$ cat src/rtl/decode_issue_queue_pkg.sv
`default_nettype none
// ============================================================================
//  Module   : decode_issue_queue_pkg
//  Purpose  : Shared configuration for the decode/issue queue. Holds the
//             RV32I opcode-class constants, the ROB tag width, the immediate
//             format enum and small opcode-classification helpers.
//  Revision : 1.0  initial release
// ============================================================================
package decode_issue_queue_pkg;

  localparam int ROB_SIZE_WIDTH = 4;

  localparam logic [6:0] c_OPC_LUI   = 7'b0110111;
  localparam logic [6:0] c_OPC_AUIPC = 7'b0010111;
  localparam logic [6:0] c_OPC_JAL   = 7'b1101111;
  localparam logic [6:0] c_OPC_JALR  = 7'b1100111;
  localparam logic [6:0] c_OPC_B     = 7'b1100011;
  localparam logic [6:0] c_OPC_LD    = 7'b0000011;
  localparam logic [6:0] c_OPC_S     = 7'b0100011;
  localparam logic [6:0] c_OPC_I     = 7'b0010011;
  localparam logic [6:0] c_OPC_R     = 7'b0110011;

  typedef enum logic [2:0] {
    FMT_R = 3'd0,
    FMT_I = 3'd1,
    FMT_S = 3'd2,
    FMT_B = 3'd3,
    FMT_U = 3'd4,
    FMT_J = 3'd5
  } imm_fmt_e;

  // Unknown opcodes fall into FMT_R so they carry a zero immediate.
  function automatic imm_fmt_e opc_fmt(input logic [6:0] opc);
    imm_fmt_e fmt;
    case (opc)
      c_OPC_LUI, c_OPC_AUIPC:          fmt = FMT_U;
      c_OPC_JAL:                       fmt = FMT_J;
      c_OPC_JALR, c_OPC_I, c_OPC_LD:   fmt = FMT_I;
      c_OPC_S:                         fmt = FMT_S;
      c_OPC_B:                         fmt = FMT_B;
      default:                         fmt = FMT_R;
    endcase
    return fmt;
  endfunction

  function automatic logic opc_is_mem(input logic [6:0] opc);
    return (opc == c_OPC_LD) || (opc == c_OPC_S);
  endfunction

  function automatic logic opc_has_rs1(input logic [6:0] opc);
    return !((opc == c_OPC_LUI) || (opc == c_OPC_AUIPC) || (opc == c_OPC_JAL));
  endfunction

  function automatic logic opc_has_rs2(input logic [6:0] opc);
    return (opc == c_OPC_R) || (opc == c_OPC_S) || (opc == c_OPC_B);
  endfunction

  function automatic logic opc_has_rd(input logic [6:0] opc);
    return !((opc == c_OPC_S) || (opc == c_OPC_B));
  endfunction

endpackage
`default_nettype wire

$ cat src/rtl/decode_issue_queue_imm_gen.sv
`default_nettype none
// ============================================================================
//  Module   : imm_gen
//  Purpose  : Combinational RV32I immediate decoder, sign-extended to 32 bits.
//  Ports    : i_instr [31:0]  instruction word
//             o_imm   [31:0]  decoded immediate (0 for R-type / unknown)
//  Revision : 1.0  initial release
// ============================================================================
module imm_gen
  import decode_issue_queue_pkg::*;
(
  input  logic [31:0] i_instr,
  output logic [31:0] o_imm
);

  always_comb begin
    o_imm = '0;
    case (opc_fmt(i_instr[6:0]))
      FMT_U:   o_imm = {i_instr[31:12], 12'b0};
      FMT_J:   o_imm = {{12{i_instr[31]}}, i_instr[19:12], i_instr[20],
                        i_instr[30:21], 1'b0};
      FMT_I:   o_imm = {{20{i_instr[31]}}, i_instr[31:20]};
      FMT_S:   o_imm = {{20{i_instr[31]}}, i_instr[31:25], i_instr[11:7]};
      FMT_B:   o_imm = {{20{i_instr[31]}}, i_instr[7], i_instr[30:25],
                        i_instr[11:8], 1'b0};
      default: o_imm = '0;
    endcase
  end

endmodule
`default_nettype wire

$ cat src/rtl/decode_issue_queue.sv
`default_nettype none
// ============================================================================
//  Module   : decode_issue_queue
//  Purpose  : Circular instruction queue between fetch and issue. Predicts
//             JAL / backward branches at push time and issues the head entry
//             as a registered bundle to the RS or the LSB.
//  Ports    : clk, rst (sync, active-high), rdy (global enable), flush
//             fetch_valid/instr/pc in, fetch_ready out
//             pred_valid/pred_pc out   : fetch redirect pulse
//             rob_full/rs_full/lsb_full: downstream back-pressure
//             reg_id1/2 out, reg_value*/has_dep*/v_rob_id* in: regfile lookup
//             rd_rob_id_in             : next free ROB tag
//             issue_valid/issue_to_lsb + registered bundle outputs
//  Revision : 1.0  initial release
// ============================================================================
module decode_issue_queue
  import decode_issue_queue_pkg::*;
#(
  parameter int IQ_DEPTH = 4,
  parameter int ROB_W    = ROB_SIZE_WIDTH
) (
  input  logic             clk,
  input  logic             rst,
  input  logic             rdy,
  input  logic             flush,
  input  logic             fetch_valid,
  input  logic [31:0]      fetch_instr,
  input  logic [31:0]      fetch_pc,
  output logic             fetch_ready,
  output logic             pred_valid,
  output logic [31:0]      pred_pc,
  input  logic             rob_full,
  input  logic             rs_full,
  input  logic             lsb_full,
  output logic [4:0]       reg_id1,
  output logic [4:0]       reg_id2,
  input  logic [31:0]      reg_value1_in,
  input  logic [31:0]      reg_value2_in,
  input  logic             has_dep1_in,
  input  logic             has_dep2_in,
  input  logic [ROB_W-1:0] v_rob_id1_in,
  input  logic [ROB_W-1:0] v_rob_id2_in,
  input  logic [ROB_W-1:0] rd_rob_id_in,
  output logic             issue_valid,
  output logic             issue_to_lsb,
  output logic [31:0]      instr_out,
  output logic [31:0]      pc_out,
  output logic [2:0]       op_out,
  output logic [6:0]       type_out,
  output logic [31:0]      imm_out,
  output logic [4:0]       rd_out,
  output logic [31:0]      value1_out,
  output logic [31:0]      value2_out,
  output logic             has_dep1_out,
  output logic             has_dep2_out,
  output logic [ROB_W-1:0] rob_id1_out,
  output logic [ROB_W-1:0] rob_id2_out,
  output logic [ROB_W-1:0] rd_rob_id_out,
  output logic             pred_taken_out
);

  localparam int c_PTR_W = $clog2(IQ_DEPTH);
  localparam int c_CNT_W = c_PTR_W + 1;

  logic [31:0]        r_instr [IQ_DEPTH];
  logic [31:0]        r_pc    [IQ_DEPTH];
  logic               r_pt    [IQ_DEPTH];
  logic [c_PTR_W-1:0] r_head;
  logic [c_PTR_W-1:0] r_tail;
  logic [c_CNT_W-1:0] r_count;

  logic [31:0] w_head_instr;
  logic [6:0]  w_head_opc;
  logic [31:0] w_head_imm;
  logic [31:0] w_fetch_imm;
  logic        w_head_mem;
  logic        w_head_rs1;
  logic        w_head_rs2;
  logic        w_head_rd;
  logic        w_unit_full;
  logic        w_push;
  logic        w_pop;
  logic        w_pred_taken;
  logic [31:0] w_pred_target;

  assign w_head_instr = r_instr[r_head];
  assign w_head_opc   = w_head_instr[6:0];
  assign w_head_mem   = opc_is_mem(w_head_opc);
  assign w_head_rs1   = opc_has_rs1(w_head_opc);
  assign w_head_rs2   = opc_has_rs2(w_head_opc);
  assign w_head_rd    = opc_has_rd(w_head_opc);

  assign reg_id1 = w_head_instr[19:15];
  assign reg_id2 = w_head_instr[24:20];

  // Readiness looks only at the registered count, so a full queue refuses a
  // push even when the head is leaving in the same cycle.
  assign fetch_ready = (r_count < c_CNT_W'(IQ_DEPTH));

  assign w_unit_full = w_head_mem ? lsb_full : rs_full;
  assign w_push = fetch_valid && fetch_ready && rdy && !flush;
  assign w_pop  = (r_count != '0) && !rob_full && rdy && !flush && !w_unit_full;

  imm_gen u_imm_head (
    .i_instr (w_head_instr),
    .o_imm   (w_head_imm)
  );

  imm_gen u_imm_fetch (
    .i_instr (fetch_instr),
    .o_imm   (w_fetch_imm)
  );

  // Static prediction: JAL always taken, conditional branches taken only when
  // backward (negative offset). JALR targets are unknown here, so not taken.
  assign w_pred_taken  = (fetch_instr[6:0] == c_OPC_JAL) ||
                         ((fetch_instr[6:0] == c_OPC_B) && w_fetch_imm[31]);
  assign w_pred_target = fetch_pc + w_fetch_imm;

  // Entry storage needs no reset; validity is tracked by the pointers.
  always_ff @(posedge clk) begin
    if (w_push) begin
      r_instr[r_tail] <= fetch_instr;
      r_pc[r_tail]    <= fetch_pc;
      r_pt[r_tail]    <= w_pred_taken;
    end
  end

  always_ff @(posedge clk) begin
    if (rst) begin
      r_head         <= '0;
      r_tail         <= '0;
      r_count        <= '0;
      pred_valid     <= 1'b0;
      pred_pc        <= '0;
      issue_valid    <= 1'b0;
      issue_to_lsb   <= 1'b0;
      instr_out      <= '0;
      pc_out         <= '0;
      op_out         <= '0;
      type_out       <= '0;
      imm_out        <= '0;
      rd_out         <= '0;
      value1_out     <= '0;
      value2_out     <= '0;
      has_dep1_out   <= 1'b0;
      has_dep2_out   <= 1'b0;
      rob_id1_out    <= '0;
      rob_id2_out    <= '0;
      rd_rob_id_out  <= '0;
      pred_taken_out <= 1'b0;
    end else if (rdy) begin
      if (flush) begin
        r_head      <= '0;
        r_tail      <= '0;
        r_count     <= '0;
        pred_valid  <= 1'b0;
        issue_valid <= 1'b0;
      end else begin
        if (w_push) r_tail <= r_tail + c_PTR_W'(1);
        if (w_pop)  r_head <= r_head + c_PTR_W'(1);
        case ({w_push, w_pop})
          2'b10:   r_count <= r_count + c_CNT_W'(1);
          2'b01:   r_count <= r_count - c_CNT_W'(1);
          default: r_count <= r_count;
        endcase

        pred_valid <= w_push && w_pred_taken;
        if (w_push && w_pred_taken) pred_pc <= w_pred_target;

        issue_valid <= w_pop;
        if (w_pop) begin
          issue_to_lsb   <= w_head_mem;
          instr_out      <= w_head_instr;
          pc_out         <= r_pc[r_head];
          op_out         <= w_head_instr[14:12];
          type_out       <= w_head_opc;
          imm_out        <= w_head_imm;
          rd_out         <= w_head_instr[11:7];
          value1_out     <= w_head_rs1 ? reg_value1_in : '0;
          has_dep1_out   <= w_head_rs1 ? has_dep1_in : 1'b0;
          rob_id1_out    <= w_head_rs1 ? v_rob_id1_in : '0;
          // Without rs2 the second operand slot carries the immediate.
          value2_out     <= w_head_rs2 ? reg_value2_in : w_head_imm;
          has_dep2_out   <= w_head_rs2 ? has_dep2_in : 1'b0;
          rob_id2_out    <= w_head_rs2 ? v_rob_id2_in : '0;
          rd_rob_id_out  <= w_head_rd ? rd_rob_id_in : '0;
          pred_taken_out <= r_pt[r_head];
        end
      end
    end
  end

endmodule
`default_nettype wire

$ cat config.mk
export PLATFORM = sky130hd
export DESIGN_NAME = decode_issue_queue
export DESIGN_NICKNAME = d
export VERILOG_FILES = /design/src/rtl/decode_issue_queue_pkg.sv /design/src/rtl/decode_issue_queue_imm_gen.sv /design/src/rtl/decode_issue_queue.sv
export SDC_FILE = /design/constraint.sdc
export NUM_CORES = 1
export LEC_CHECK = 0
export CORE_UTILIZATION = 45
export CTS_CLUSTER_DIAMETER = 60
export CTS_CLUSTER_SIZE = 30
export DETAILED_ROUTE_END_ITERATION = 8
export GPL_TIMING_DRIVEN = 1
export PLACE_DENSITY = 0.71
export SYNTH_ARGS = -nofsm -noshare
export SYNTH_HDL_FRONTEND = slang
export SYNTH_SLANG_ARGS = --single-unit
export TNS_END_PERCENT = 1
$ cat constraint.sdc
create_clock -name clk -period 7.9 [get_ports clk]
set_clock_uncertainty 0.15 [all_clocks]
set_input_delay 0.79 -clock clk [delete_from_list [all_inputs] [get_ports clk]]
set_output_delay 0.79 -clock clk [all_outputs]
set_load 0.01 [all_outputs]
==> metrics.txt, run 1 <==
status=finished clean; ranking of synthesized cells by area=edfxtp_1, dfxtp_1, mux4_2, a21oi_1, nand2_1; Comb power frac=5.5%; area leader, netlist=edfxtp_1; total die area=45,100 um^2; Arr. time, crit path=5.46 ns; Mapped Cells=1,630; Clk pwr share=40.8%; largest net degree at the start of global routing=96; area grow syn2layout=27.0%; first-pass GRT wire length=85.5 mm; Switching Share=24.1%; Final period util=65.5%; async set-reset flop share out of synthesis=0%; Seq pwr share=53.7%; number of port buffers=385; #FFs+latches synth=479; Total Power=4920 uW; Vias=14.6k; Required @ worst endpoint=8.18 ns; max-slew violation count=0; worst skew pair latency=0.57 ns; post-DP HPWL=40.0 mm; DRC Markers=0; crit start category=primary input; clock sink count=479; ys flop type=edfxtp_1; Final Hold Vio Count=0; FMAX=193 MHz; share of layout cells above drive strength 1=9.28%; Syn Area/Cell=12.2 um^2; Overflow after GRT=0; Worst-path clk slew=0.08 ns; Clock Tree Root=clkbuf_16; Worst VDD drop=144 uV; Fin Setup TNS=0 ns; critical path class=primary input to register; min Tclk post-route=5.18 ns; CTS Buffer Depth=3; Num CTS Buffers=36; Seq/Total Area, Yosys=61.2%; Nets=2,130; DRT Pass-1 Iters=6; die width=212 um; Hold-fix buffers, CTS=0; Least-Margin Pin Slew=1.14 ns; Yosys top cell area share=39.2%; net count after synthesis=1,817; Power Density=195 nW/um^2; Ys Warns=0; fillcell total=3,630; Post-synth EDFFs=260; Slew headroom=23.9%; row cnt=76; PostCTS Resize Cnt=0; placed inst area=24,000 um^2; final hold slack=0.303 ns; H-tree levels=2; Core Box Area=43,400 um^2; Yosys cell types=78; unrepaired setup endpoints after global routing=false; max-cap viol count=0; Critical Path Sink Type=register; Via-to-Cell Ratio=5.71; Finished Cell Area=25,300 um^2; Die Ht=212 um; initial antenna violation count=6; leakage=0.00854 uW; Antenna Nets Post-Route=0; cell area after synthesis=19,900 um^2; Setup Buffers After CTS=0; DRT iter0 DRCs=1,172; setup violators final=0; Final Wtd Congestion=0.901; starting density of the core=45.9%; wire length per cell=22.5 um; GRT Total Usage=25.3%; Crit Path Max Fanout=13; Net Sw Power=1190 uW; CTS tree=built; vias in the first global route=14.2k; final wirelength=57.6 mm; P_int=3730 uW; io pins=386; Hold Crit Class=register to register
cell usage in the layout (no fill, tap or decap), types with 8 or more instances in the layout:
master / count
clkdlybuf4s50_1: 384
edfxtp_1: 260
nand2_1: 229
dfxtp_1: 217
a21oi_1: 180
nor2_1: 87
mux4_2: 65
o21ai_0: 50
a22oi_1: 40
clkbuf_16: 37
nand3_1: 35
ha_1: 35
a21o_1: 30
nor3_1: 23
buf_4: 21
a211oi_1: 18
o211ai_1: 17
a211o_1: 16
a31oi_1: 14
and2_1: 13
and3_1: 11
xor2_1: 9
xnor2_1: 9
inv_1: 8
sequential cells by signal, indices dropped and copies added, names as in the netlist, 2 cells and up, named ones only:
name and count:
r_instr 128, r_pc 128, imm_out 32, instr_out 32
pc_out 32, pred_pc 32, value1_out 32, value2_out 32
r_pt 4, rd_rob_id_out 4, rob_id1_out 4, rob_id2_out 4
r_count 3, r_head 2, r_tail 2
power groups by stage:
stage / Clock, uW / Sequential (uW) / Combinational (uW)
floorplan: 0 / 2700 / 108
CTS: 2050 / 2640 / 270
global route: 2130 / 2650 / 290
detailed placement: 0 / 2700 / 268
global placement: 0 / 2700 / 265
finish: 2010 / 2640 / 272
worst max-delay path: stages:
cell	delay [ns]
clkdlybuf4s50_1	0.61
or4_1	0.58
a21oi_1	0.53
or2_2	0.31
and2_1	0.15
ha_1	0.28
a21oi_1	0.15
o21ai_0	0.15
a311oi_1	0.60
a31oi_1	0.33
a2111oi_0	0.69
or3_1	0.20
nand3_1	0.08
through the flow:
| step | setup slack [ns] | std cells | util, % |
|---|---|---|---|
| floorplan | 3.58 | 1630 | - |
| global route | 2.40 | 2559 | 58.4 |
| CTS | 2.90 | 2556 | 58.3 |
| global placement | 2.51 | 2490 | 55.3 |
| detailed placement | 2.34 | 2490 | 55.3 |
| finish | 2.72 | 2560 | 58.4 |
cells by family after synthesis:
logic type	Yosys count	share of synthesized area (%)
AO/OA/AOI/OAI	426	13.5
XOR/XNOR	19	0.873
AND/OR/NAND/NOR	461	10.8
multiplexers	69	7.56
adder cells (fa/ha/maj)	37	2.40
flip-flops	479	61.2
buffers and inverters	139	3.65
metal layers:
layer	global-route usage, %	share of wire (%)	routed length, um	vias up
met1	33.8	42	24200	7132
met2	39.8	46	26700	676
met3	4.83	7.8	4480	114
met5	0	0.042	24	-
li1	-	-	-	6701
met4	11.8	3.9	2230	4
worst paths after layout:
| path | endpoint | slack (ns) | depth (start not counted) | startpoint |
|---|---|---|---|---|
| setup / recovery | pred_pc[28] | 2.72 | 13 | fetch_instr[2] |
| hold reg to reg | value2_out[23] | 0.30 | 2 | value2_out[23] |
| hold / removal | value2_out[23] | 0.30 | 2 | value2_out[23] |
| setup reg to reg | value1_out[30] | 3.36 | 8 | register |
synth_stat cells, drive strengths merged, types with 3 or more instances:
library cell,count
a31o,3
or4,3
nor3,24
a21o,30
edfxtp,260
and3,11
or3,8
and4,4
mux2i,3
a211oi,18
a22oi,40
nor4,3
nand2,229
nand3,35
dfxtp,219
o21ai,50
or2,4
a21boi,4
o41ai,3
nand3b,5
a31oi,14
o21bai,4
nor4b,7
a221oi,6
ha,35
clkbuf,56
mux4,65
nand4,5
o211ai,17
a21oi,186
and2,18
nand2b,4
o2111ai,4
a22o,4
xnor2,10
xor2,9
nor2,88
o21a,7
a211o,16
nor2b,5
inv,8
buf,75
layout make-up:
class	count	area (um^2)	area share, %
Clock buffer	37	926	3.66
Sequential cell	479	12200	48.2
Multi-Input combinational cell	1012	7020	27.7
Clock inverter	29	380	1.50
Timing Repair Buffer	406	4010	15.9
Tap cell	585	732	2.89
Inverter	8	30.0	0.119
Antenna cell	4	10.0	0.0396
Note: power is estimated with default switching activity, not from simulation.
==> run 2, diff against run 1 <==
clock period = 5.2 ns   (was 7.9 ns; I/O delays follow)
==> run 2 against run 1 <==
Effect of this change: clock power up 46%; clock-buffer cell count up 2; utilization up 0.24 points; critical path type unchanged; critical endpoint is now pred_pc[27]; highest routed layer unchanged.
==> metrics.txt, run 2 (synthesized netlist as in run 1, its figures left out) <==
status=finished clean; biggest registers after layout=r_instr (128), r_pc (128); first-pass GRT wire length=85.7 mm (+0.23%); pre-CTS setup slack=0.388 ns (-1.96 ns); starting density of the core=45.9% (unchanged); Setup Buffers After CTS=0 (unchanged); Final Wtd Congestion=0.877 (-2.7%); Power Density=290 nW/um^2 (+49%); GRT Total Usage=25.3% (about the same); Worst-path clk slew=0.08 ns (about the same); critical path class=primary input to register; vias in the first global route=14.1k (-0.54%); final wirelength=58.2 mm (+1.1%); Crit Path Max Fanout=11 (-2); max-slew violation count=0 (unchanged); Clock Tree Root=clkbuf_16; H-tree levels=2 (unchanged); Overflow after GRT=0 (unchanged); CTS Buffer Depth=3 (unchanged); Nets=2,142 (+0.56%); Critical Path Sink Type=register; largest net degree at the start of global routing=102 (+6.3%); crit path from=fetch_instr[3]; number of port buffers=385 (unchanged); Core Box Area=43,400 um^2 (unchanged); commonest non-fill, non-tap cell in the layout=clkdlybuf4s50_1; Num CTS Buffers=36 (unchanged); total die area=45,100 um^2 (unchanged); Final period util=82.4%; io pins=386 (unchanged); setup violators final=0 (unchanged); r2r setup slk=1.31 ns (-2.05 ns); Via-to-Cell Ratio=5.71 (about the same); Final Hold Vio Count=0 (unchanged); Finished Cell Area=25,400 um^2 (+0.42%); CTS tree=built; DRC Markers=0 (unchanged); area grow syn2layout=27.5%; Die Ht=212 um (unchanged); unrepaired setup endpoints after global routing=false; fillcell total=3,710 (+2.2%); Required @ worst endpoint=5.54 ns (-2.64 ns); HP Start=rst; max-cap viol count=0 (unchanged); initial antenna violation count=9 (+3); die width=212 um (unchanged); DRT iter0 DRCs=1,411 (+20%); clock sink count=479 (unchanged); Hold-fix buffers, CTS=0 (unchanged); Least-Margin Pin Slew=0.913 ns (-0.228 ns); Arr. time, crit path=4.63 ns (-0.83 ns); most frequent cells in the layout=clkdlybuf4s50_1, edfxtp_1, nand2_1; DRT Pass-1 Iters=6 (unchanged); min Tclk post-route=4.28 ns; crit start category=primary input; Multi-input gate area=7020 um^2 (unchanged); wire length per cell=22.6 um (+0.66%); Fin Setup TNS=0 ns (unchanged); share of layout cells above drive strength 1=9.69% (+0.40 points); row cnt=76 (unchanged); post-DP HPWL=40.5 mm (+1.2%); Antenna Nets Post-Route=0 (unchanged); Slew headroom=39.1% (+15 points); Hold Crit Class=primary input to register; Vias=14.7k (+0.45%); FMAX=233 MHz; Final WS setup=0.917 ns (-1.81 ns); PostCTS Resize Cnt=0 (unchanged); final hold slack=0.213 ns (-0.0904 ns); FF/Latch Area=12,200 um^2 (unchanged); worst skew pair latency=0.57 ns (about the same); Util after Layout=58.6% (+0.24 points); Worst VDD drop=227 uV (+58%); placed inst area=24,200 um^2 (+0.69%); leakage=0.00858 uW (+0.57%)
==> run 2: changes by cell type in the layout (fill, tap and decap cells not counted), sizes merged <==
cell	delta
buf	+12
clkbuf	+2
clkinv	+1
clkinvlp	+1
inv	-5
==> run 2: worst paths after layout <==
| check | to | cells past startpoint |
|---|---|---|
| setup reg to reg | value1_out[28] | 8 |
| hold reg to reg | value2_out[20] | 2 |
| hold / removal | r_tail[1] | 2 |
| setup / recovery | pred_pc[27] | 14 |
==> run 2: cell type report <==
class                      instances  area share, %
clock inverter                    26           1.19
antenna                            4         0.0394
clock buffer                      39           3.71
tap                              585           2.88
multi-input combinational       1012           27.6
timing repair buffer             418           16.4
inverter                           8          0.118
sequential                       479           48.0
==> run 2: per-stage QoR <==
stage / cells / total power [uW]
floorplan: 1630 / 4270
global placement: 2502 / 4510
detailed placement: 2502 / 4510
CTS: 2567 / 7430
global route: 2571 / 7580
finish: 2571 / 7370
==> run 2: metal layers <==
| metal | track usage (%) | vias to the layer above | share of wire, % |
|---|---|---|---|
| li1 | - | 6722 | - |
| met1 | 34.3 | 7271 | 42 |
| met2 | 41.4 | 600 | 48 |
| met3 | 4.25 | 90 | 7.5 |
| met4 | 8.31 | 10 | 2.7 |
| met5 | 0 | - | 0.12 |
==> run 2: worst max-delay path: stages <==
cell             delay (ns)
clkdlybuf4s50_1        0.67
nand3b_1               0.23
nor4b_1                0.08
buf_4                  0.17
or2_2                  0.37
and2_1                 0.31
a21o_1                 0.21
ha_1                   0.37
and3_1                 0.20
nor2b_1                0.17
o2111ai_1              0.26
and2_0                 0.38
or4_1                  0.52
a31oi_1                0.16
==> run 2: power breakdown <==
group	total [uW]	internal [uW]	switching, uW
clock	2940	1450	1480
combinational	415	186	229
sequential	4020	4010	9.36
==> run 3, diff against run 2 <==
PLACE_DENSITY = 0.74   (was 0.71)
clock period = 3.9 ns   (was 5.2 ns; I/O delays follow)
==> run 3 against run 2 <==
Effect of this change: hold slack got worse by 0.15 ns; first-iteration DRC count decreased by 10%; critical path depth unchanged; via count increased by 3.2%; wire length increased by 0.42%; worst setup slack got worse by 0.75 ns; critical endpoint is now pred_pc[15].
==> metrics.txt, run 3 (synthesized netlist as in run 1, its figures left out) <==
PostCTS Resize Cnt=0 (unchanged); Antenna Nets Post-Route=0 (unchanged); Finished Cell Area=26,400 um^2 (+3.9%); first-pass GRT wire length=86.4 mm (+0.79%); Power Density=381 nW/um^2 (+31%); Nets=2,261 (+5.6%); critical path class=primary input to register; Util after Layout=60.9% (+2.3 points); GRT busiest layer=met2; Final period util=95.7%; number of port buffers=385 (unchanged); Hold Crit Class=primary input to register; Vias=15.2k (+3.2%); Overflow after GRT=0 (unchanged); Setup Buffers After CTS=0 (unchanged); worst skew pair latency=0.59 ns (+0.02 ns); DRT Pass-1 Iters=5 (-1); Via-to-Cell Ratio=5.63 (-1.4%); commonest non-fill, non-tap cell in the layout=clkdlybuf4s50_1; met2 Resource Use GR=41.8% (+0.48 points); die width=212 um (unchanged); post-DP HPWL=41.9 mm (+3.5%); Critical Path Sink Type=register; Worst VDD drop=290 uV (+28%); CTS tree=built; FMAX=268 MHz; total die area=45,100 um^2 (unchanged); fillcell total=3,476 (-6.3%); max-cap viol count=0 (unchanged); max-slew violation count=0 (unchanged); Core Box Area=43,400 um^2 (unchanged); Crit Path Max Fanout=5 (-6); Hold-fix buffers, CTS=0 (unchanged); routing usage on met1=33.0% (-1.3 points); CTS Buffer Depth=3 (unchanged); Num CTS Buffers=36 (unchanged); share of layout cells above drive strength 1=14.9% (+5.3 points); Least-Margin Pin Slew=1.07 ns (+0.159 ns); Die Ht=212 um (unchanged); final wirelength=58.5 mm (+0.42%); min Tclk post-route=3.73 ns; wire length per cell=21.7 um (-4.0%); DRT iter0 DRCs=1,266 (-10%); leakage=0.00922 uW (+7.4%); vias in the first global route=14.8k (+4.6%); final hold slack=0.0625 ns (-0.150 ns); Final Hold Vio Count=0 (unchanged); Arr. time, crit path=4.03 ns (-0.60 ns); area grow syn2layout=32.5%; status=finished clean; initial antenna violation count=6 (-3); Clock Tree Root=clkbuf_16; met3 usage=5.51% (+1.3 points); setup violators final=0 (unchanged); io pins=386 (unchanged); starting density of the core=45.9% (unchanged); placed inst area=25,000 um^2 (+3.7%); Final Wtd Congestion=0.904 (+3.1%); Slew headroom=28.5% (-11 points); biggest registers after layout=r_instr (128), r_pc (128); crit start category=primary input; clock sink count=479 (unchanged); H-tree levels=2 (unchanged); GRT Total Usage=25.5% (+0.15 points); Worst-path clk slew=0.09 ns (about the same); most frequent cells in the layout=clkdlybuf4s50_1, edfxtp_1, nand2_1; row cnt=76 (unchanged); DRC Markers=0 (unchanged); Required @ worst endpoint=4.20 ns (-1.34 ns); largest net degree at the start of global routing=90 (-12%); Fin Setup TNS=0 ns (unchanged)
run 3: cell count changes in the layout (fill, tap and decap cells not counted), sizes merged:
cell      delta
buf        +119
bufinv       -1
clkbuf       +1
clkinvlp     -2
diode        -1
inv          +3
run 3: worst paths after layout:
kind	from	end	slack (ns)	cells past startpoint
min reg2reg	value2_out[30]	value2_out[30]	0.30	2
max reg2reg	register	r_count[1]	0.33	8
max	fetch_instr[3]	pred_pc[15]	0.17	14
min	rst	pred_pc[23]	0.06	2
run 3: cell type report:
class	instances	area (um^2)	share of cell area [%]
clock inverters	26	369	1.40
diodes	3	7.51	0.0284
multi-input cells	1012	7030	26.6
clock buffers	40	968	3.67
flip-flops and latches	479	12200	46.2
repair buffers	537	5060	19.2
inverters	8	30.0	0.114
well taps	585	732	2.77
run 3: critical path, stage by stage:
cell	delay (ns)
clkdlybuf4s50_1	0.45
or4_1	0.54
a21oi_1	0.20
buf_4	0.15
buf_4	0.13
a22o_1	0.20
ha_1	0.26
a211oi_1	0.28
o211a_1	0.26
and3b_1	0.22
o21a_1	0.21
buf_4	0.16
o21a_1	0.18
o311ai_0	0.41
run 3: layer usage:
| metal | vias up | part of all wire, % |
|---|---|---|
| met5 | - | 0.062 |
| met4 | 4 | 3.1 |
| met1 | 7438 | 41 |
| met3 | 102 | 8.1 |
| li1 | 6967 | - |
| met2 | 645 | 48 |
run 3: power breakdown:
group | total (uW) | switching [uW] | internal [uW] | leakage (uW)
Sequential | 5350 | 13.3 | 5340 | 0.00412
Clock | 4080 | 2090 | 1980 | 0.000647
Combinational | 616 | 317 | 299 | 0.00445
Total | 10000 | 2420 | 7630 | 0.00922
run 3: stage by stage:
step	power, uW	std cells	setup WS, ns
after floorplan	5690	1630	0.0405
after global placement	6070	2621	-0.327
after detailed placement	6080	2621	-0.324
after CTS	10100	2687	0.245
after global routing	10300	2690	-0.0771
final	10000	2690	0.169
